## src/rtl/systolic_tile_ctrl.sv

```systemverilog
// -----------------------------------------------------------------------------
// systolic_tile_ctrl
//
// Sequencer for one systolic_array tile computation (C = A*B over depth K).
// After an accepted start it clears the accumulators, steps the operand feed
// with per-lane skewed valid masks, drains the array pipeline and then writes
// the result back row by row over a valid/ready channel.
//
// Optional feature macro: SYSTOLIC_TILE_CTRL_PERF_EN
//   defined   : perf_busy_cyc / perf_stall_cyc are live saturating counters
//   undefined : both perf ports are tied to zero, no counter logic exists
//
// Ports
//   clk, rst_n         clock, synchronous active-low reset
//   start, cfg_k       tile request and reduction depth (sampled on accept)
//   abort              synchronous abort of the running tile
//   busy, done         tile in progress (CLEAR..WB), completion pulse
//   err_zero_k         pulse: start rejected because cfg_k == 0
//   op_ready           operand buffers can supply the current feed step
//   array_en, acc_clr  array clock-enable, accumulator clear
//   feed_step          current feed step index (KW+1 bits)
//   a/b_lane_valid     per-lane skewed operand valid masks
//   wb_valid, wb_ready, wb_row   result writeback channel
//   perf_busy_cyc, perf_stall_cyc  performance counters
// -----------------------------------------------------------------------------
module systolic_tile_ctrl #(
    parameter int unsigned N         = 8,
    parameter int unsigned KW        = 16,
    parameter int unsigned DRAIN_CYC = 2 * N
) (
    input  logic                 clk,
    input  logic                 rst_n,
    input  logic                 start,
    input  logic [KW-1:0]        cfg_k,
    input  logic                 abort,
    output logic                 busy,
    output logic                 done,
    output logic                 err_zero_k,
    input  logic                 op_ready,
    output logic                 array_en,
    output logic                 acc_clr,
    output logic [KW:0]          feed_step,
    output logic [N-1:0]         a_lane_valid,
    output logic [N-1:0]         b_lane_valid,
    output logic                 wb_valid,
    input  logic                 wb_ready,
    output logic [$clog2(N)-1:0] wb_row,
    output logic [31:0]          perf_busy_cyc,
    output logic [31:0]          perf_stall_cyc
);

    localparam int unsigned RW = $clog2(N);
    localparam int unsigned SW = KW + 1;
    localparam int unsigned CW = KW + 2;
    localparam int unsigned DW = $clog2(DRAIN_CYC + 1);

    typedef enum logic [2:0] {
        S_IDLE,
        S_CLEAR,
        S_FEED,
        S_DRAIN,
        S_WB,
        S_DONE
    } state_e;

    state_e        state_q, state_d;
    logic [KW-1:0] k_q, k_d;
    logic [SW-1:0] step_q, step_d;
    logic [DW-1:0] drain_q, drain_d;
    logic [RW-1:0] row_q, row_d;
    logic          err_q, err_d;

    logic          accept;
    logic [SW-1:0] last_step;
    logic [N-1:0]  lane_mask;

    assign accept    = (state_q == S_IDLE) && start && !abort && (cfg_k != '0);
    // K >= 1 is guaranteed by the zero-K rejection, so this never underflows.
    assign last_step = SW'(k_q) + SW'(N) - SW'(2);

    // ---------------------------------------------------------------- next state
    always_comb begin
        state_d = state_q;
        k_d     = k_q;
        step_d  = step_q;
        drain_d = drain_q;
        row_d   = row_q;
        err_d   = 1'b0;

        if (abort && (state_q != S_IDLE)) begin
            state_d = S_IDLE;
            step_d  = '0;
            drain_d = '0;
            row_d   = '0;
        end else begin
            unique case (state_q)
                S_IDLE: begin
                    if (start && !abort) begin
                        if (cfg_k == '0) begin
                            err_d = 1'b1;
                        end else begin
                            k_d     = cfg_k;
                            state_d = S_CLEAR;
                        end
                    end
                end
                S_CLEAR: begin
                    step_d  = '0;
                    state_d = S_FEED;
                end
                S_FEED: begin
                    if (op_ready) begin
                        if (step_q == last_step) begin
                            step_d  = '0;
                            drain_d = '0;
                            state_d = S_DRAIN;
                        end else begin
                            step_d = step_q + SW'(1);
                        end
                    end
                end
                S_DRAIN: begin
                    if (drain_q == DW'(DRAIN_CYC - 1)) begin
                        drain_d = '0;
                        row_d   = '0;
                        state_d = S_WB;
                    end else begin
                        drain_d = drain_q + DW'(1);
                    end
                end
                S_WB: begin
                    if (wb_ready) begin
                        if (row_q == RW'(N - 1)) begin
                            row_d   = '0;
                            state_d = S_DONE;
                        end else begin
                            row_d = row_q + RW'(1);
                        end
                    end
                end
                S_DONE: begin
                    state_d = S_IDLE;
                end
                default: begin
                    state_d = S_IDLE;
                end
            endcase
        end
    end

    always_ff @(posedge clk) begin
        if (!rst_n) begin
            state_q <= S_IDLE;
            k_q     <= '0;
            step_q  <= '0;
            drain_q <= '0;
            row_q   <= '0;
            err_q   <= 1'b0;
        end else begin
            state_q <= state_d;
            k_q     <= k_d;
            step_q  <= step_d;
            drain_q <= drain_d;
            row_q   <= row_d;
            err_q   <= err_d;
        end
    end

    // ------------------------------------------------------------- lane masks
    // Lane i is valid for steps i .. i+K-1; compared one bit wider so i+K
    // cannot wrap.
    always_comb begin
        lane_mask = '0;
        if (state_q == S_FEED) begin
            for (int unsigned i = 0; i < N; i++) begin
                lane_mask[i] = ({1'b0, step_q} >= CW'(i)) &&
                               ({1'b0, step_q} <  (CW'(i) + CW'(k_q)));
            end
        end
    end

    // ---------------------------------------------------------------- outputs
    assign busy         = (state_q == S_CLEAR) || (state_q == S_FEED) ||
                          (state_q == S_DRAIN) || (state_q == S_WB);
    assign done         = (state_q == S_DONE);
    assign err_zero_k   = err_q;
    assign acc_clr      = (state_q == S_CLEAR) && !abort;
    assign array_en     = !abort && (((state_q == S_FEED) && op_ready) ||
                                     (state_q == S_DRAIN));
    assign feed_step    = (state_q == S_FEED) ? step_q : '0;
    assign a_lane_valid = lane_mask;
    assign b_lane_valid = lane_mask;
    assign wb_valid     = (state_q == S_WB) && !abort;
    assign wb_row       = row_q;

    // ------------------------------------------------------ perf counters
`ifdef SYSTOLIC_TILE_CTRL_PERF_EN
    logic [31:0] perf_busy_q, perf_busy_d;
    logic [31:0] perf_stall_q, perf_stall_d;

    // Counters are zeroed on accept and again through CLEAR alongside the
    // accumulators; the busy count therefore covers FEED through WB.
    always_comb begin
        perf_busy_d  = perf_busy_q;
        perf_stall_d = perf_stall_q;
        if (accept || (state_q == S_CLEAR)) begin
            perf_busy_d  = '0;
            perf_stall_d = '0;
        end else begin
            if (((state_q == S_FEED) || (state_q == S_DRAIN) || (state_q == S_WB)) &&
                (perf_busy_q != '1)) begin
                perf_busy_d = perf_busy_q + 32'd1;
            end
            if ((state_q == S_FEED) && !op_ready && (perf_stall_q != '1)) begin
                perf_stall_d = perf_stall_q + 32'd1;
            end
        end
    end

    always_ff @(posedge clk) begin
        if (!rst_n) begin
            perf_busy_q  <= '0;
            perf_stall_q <= '0;
        end else begin
            perf_busy_q  <= perf_busy_d;
            perf_stall_q <= perf_stall_d;
        end
    end

    assign perf_busy_cyc  = perf_busy_q;
    assign perf_stall_cyc = perf_stall_q;
`else
    assign perf_busy_cyc  = '0;
    assign perf_stall_cyc = '0;
`endif

endmodule

```

## config.mk

```make
export PLATFORM = sky130hd
export DESIGN_NAME = systolic_tile_ctrl
export DESIGN_NICKNAME = d
export VERILOG_FILES = /design/src/rtl/systolic_tile_ctrl.sv
export SDC_FILE = /design/constraint.sdc
export NUM_CORES = 1
export LEC_CHECK = 0
export CAP_MARGIN = 10
export CORE_ASPECT_RATIO = 1.75
export CORE_UTILIZATION = 42
export DETAILED_ROUTE_END_ITERATION = 8
export DONT_BUFFER_PORTS = 1
export PLACE_DENSITY = 0.62
export SLEW_MARGIN = 20
export SYNTH_ARGS = -nofsm -noshare
export SYNTH_HDL_FRONTEND = slang
export SYNTH_SLANG_ARGS = --single-unit
```

## constraint.sdc

```tcl
create_clock -name clk -period 10.48 [get_ports clk]
set_input_delay 3.144 -clock clk [delete_from_list [all_inputs] [get_ports clk]]
set_output_delay 3.144 -clock clk [all_outputs]
set_load 0.01 [all_outputs]
```

==> metrics.txt <==
outcome=finished clean; final worst setup slack=2971 ps; final hold violation count=0; Leak=2.921 nW; FF-to-FF Start=k_q[8]$_SDFFE_PN0P_; crit-path cells=and4_1 > nand3_1 > nor3_1 > nand3_1 > xnor2_1 > ha_1 > a21oi_1 > nor2b_1 > o21ai_0 > or4b_2 > a21oi_1; gr usage total=26.01%; Final min period=7509 ps; Comb power frac=29.4%; starting density of the core=43.21%; Gate Count Post-Synth=911; vias in the first global route=6343; Reg power frac=38.6%; Critical Path Start=k_q[8]$_SDFFE_PN0P_; total global routing overflow=0; # port buffers=0; WL/cell=20.25 um; Setup Slack @ Placement=3330 ps; Pint=321.1 uW; R2R setup slack=6040 ps; Die Wd=100.6 um; Root Buffer=clkbuf_16; final hold slack=483.2 ps; DIE HEIGHT=174.5 um; final core occ=43.40%; #FFs+latches synth=45; DRT Pass-1 Iters=7; Clock Latency Late Sink=300 ps; Total Wirelength=22330 um; CTS H-tree depth=2; ANT cells=0; HP Start=drain_q[4]$_SDFFE_PP0P_; max-slew violation count=0; Seq/Total Area, Yosys=12.62%; hold depth=1; Area Overhead vs Synth=0.4382%; Placed Area=7009 um2; worst-margin pin slew=1019 ps; Sink Count=45; largest net degree at the start of global routing=21; ANT nets after route=0; Post-CTS Setup Repair Bufs=0; post-CTS sizing=0; share of cells above drive strength 1=2.844%; Final Total Pwr=503.9 uW; Synth Area per Inst=7.837 um2; num ports=128; DRT iter0 DRCs=326; critical path endpoint category=primary output; clk buf depth=2; period utilization=71.65%; ys flop type=dfxtp_1; post-route insts no fill=1103; Post-Syn Area=7139 um2; Clock Power Share=32.0%; max-cap viol count=0; Hold Path Class=register to register; Synth warnings=0; Worst setup SP type=register; CP peak stage delay=760 ps; Post-synth ARST share=0%; clock transition at the registers of the reported paths=70 ps; fmax=133.2 MHz; Via Count=6378; # hold bufs at CTS=0; Cell variety after synth=57; DR top layer=met4; relative slew slack=31.81%; gpl congestion=0.9758; core box area=16520 um2; TritonCTS clock tree=yes; Power Dens Cells=70.27 nW/um2; CTS Buf Count=5; Setup TNS=0 ps; most frequent cells in the layout=139 x ha_1, 98 x xnor2_1, 84 x nor2_1; DRC=0; sw frac=36.29%; hold endpoint=drain_q[4]$_SDFFE_PP0P_; final instance area=7171 um2; met2 wire length=11400 um; Reg2Reg Depth=12; vias per cell=5.782; post-route clock skew=5.490 ps; M1 WL=7779 um; final setup vio count=0; Max Fanout on Critical Path=16; most common cell after layout, fill and taps aside=ha_1; first-pass GRT wire length=34400 um; reg-to-reg endpoint=step_q[14]$_SDFFE_PP0P_; hpwl dp=17760 um; number of enable flip-flop cells after synthesis=0; CP required=7340 ps; nets=1039; initial antenna violation count=0; Crit-path slowest cell=dfxtp_1; Worst Path Arrival=4370 ps; placed insts=1094; critical path class=register to primary output; RSZ-0062 raised after global routing=no; Worst IR Drop VDD=175.7 uV; die area=17540 um2; switching power total=182.9 uW; row count=62; met3 WL=1109 um
-- layer usage --
layer  track usage, %  vias to the layer above
met2            47.55                      269
met3            3.458                       85
li1                 -                     3031
met1            25.10                     2993
met4            21.86                        0
met5                0                        -
-- flip-flops by register name, summed over array words and instances (netlist names) --
| signal | count |
|---|---|
| drain_q | 5 |
| err_zero_k | 1 |
| k_q | 16 |
| state_q | 3 |
| step_q | 17 |
| wb_row | 3 |
-- synthesized netlist by cell type (8+ instances only) --
| cell type | instances | share of area [%] |
|---|---|---|
| and2_1 | 16 | 1.4 |
| nand2b_1 | 9 | 0.79 |
| xnor2_1 | 98 | 12 |
| a2111oi_0 | 9 | 1.1 |
| nor2_1 | 84 | 4.4 |
| nand4_1 | 26 | 2.3 |
| buf_2 | 8 | 0.56 |
| o21ai_0 | 22 | 1.5 |
| buf_4 | 72 | 7.6 |
| a21oi_1 | 54 | 3.8 |
| a211oi_1 | 11 | 1.2 |
| and4_1 | 9 | 1.1 |
| mux2i_1 | 16 | 2.2 |
| clkbuf_1 | 26 | 1.4 |
| nor4_1 | 12 | 1.1 |
| xor2_1 | 9 | 1.1 |
| dfxtp_1 | 45 | 13 |
| a21o_1 | 20 | 2.1 |
| inv_1 | 24 | 1.3 |
| ha_1 | 139 | 24 |
| nand2_1 | 56 | 2.9 |
| nor3_1 | 19 | 1.3 |
| nand3_1 | 29 | 2.0 |
| nor2b_1 | 25 | 2.2 |
-- power by group through the flow --
stage | clock [mW] | combinational [mW] | sequential [mW]
floorplan | 0 | 0.140 | 0.184
global placement | 0 | 0.145 | 0.197
detailed placement | 0 | 0.145 | 0.198
CTS | 0.164 | 0.146 | 0.194
global route | 0.170 | 0.164 | 0.195
finish | 0.161 | 0.148 | 0.194
-- worst max path at each step --
stage,end
after global placement,b_lane_valid[5]
after detailed placement,b_lane_valid[5]
after floorplan,acc_clr
final,a_lane_valid[6]
after CTS,b_lane_valid[5]
after global routing,a_lane_valid[6]
-- cells by family after synthesis --
family | Yosys count | share of synthesized area [%]
AO/OA/AOI/OAI | 151 | 13.99
XOR/XNOR | 107 | 13.13
adder cells (fa/ha/maj) | 139 | 24.36
buffers and inverters | 142 | 11.39
flip-flops | 45 | 12.62
multiplexers | 16 | 2.243
other | 1 | 0.05253
AND/OR/NAND/NOR | 310 | 22.22
-- worst max-delay path: cells and delay by family (launching register included) --
family                     cells  cell delay, ps
AOI/OAI and AO/OA              3             710
xor gates and xnor gates       1             160
adders and majority gates      1             300
DFF                            1             760
and+or+nand+nor                6            2120
-- area by class of cell --
class	instances	area, um2
clock buffers	5	125.1
clock inverters	3	21.27
fillers	1730	9353
inverters	32	120.1
multi-input cells	787	5663
flip-flops and latches	45	900.9
well taps	224	280.3
repair buffers	7	60.06
Power figures use the tool's default switching activity.
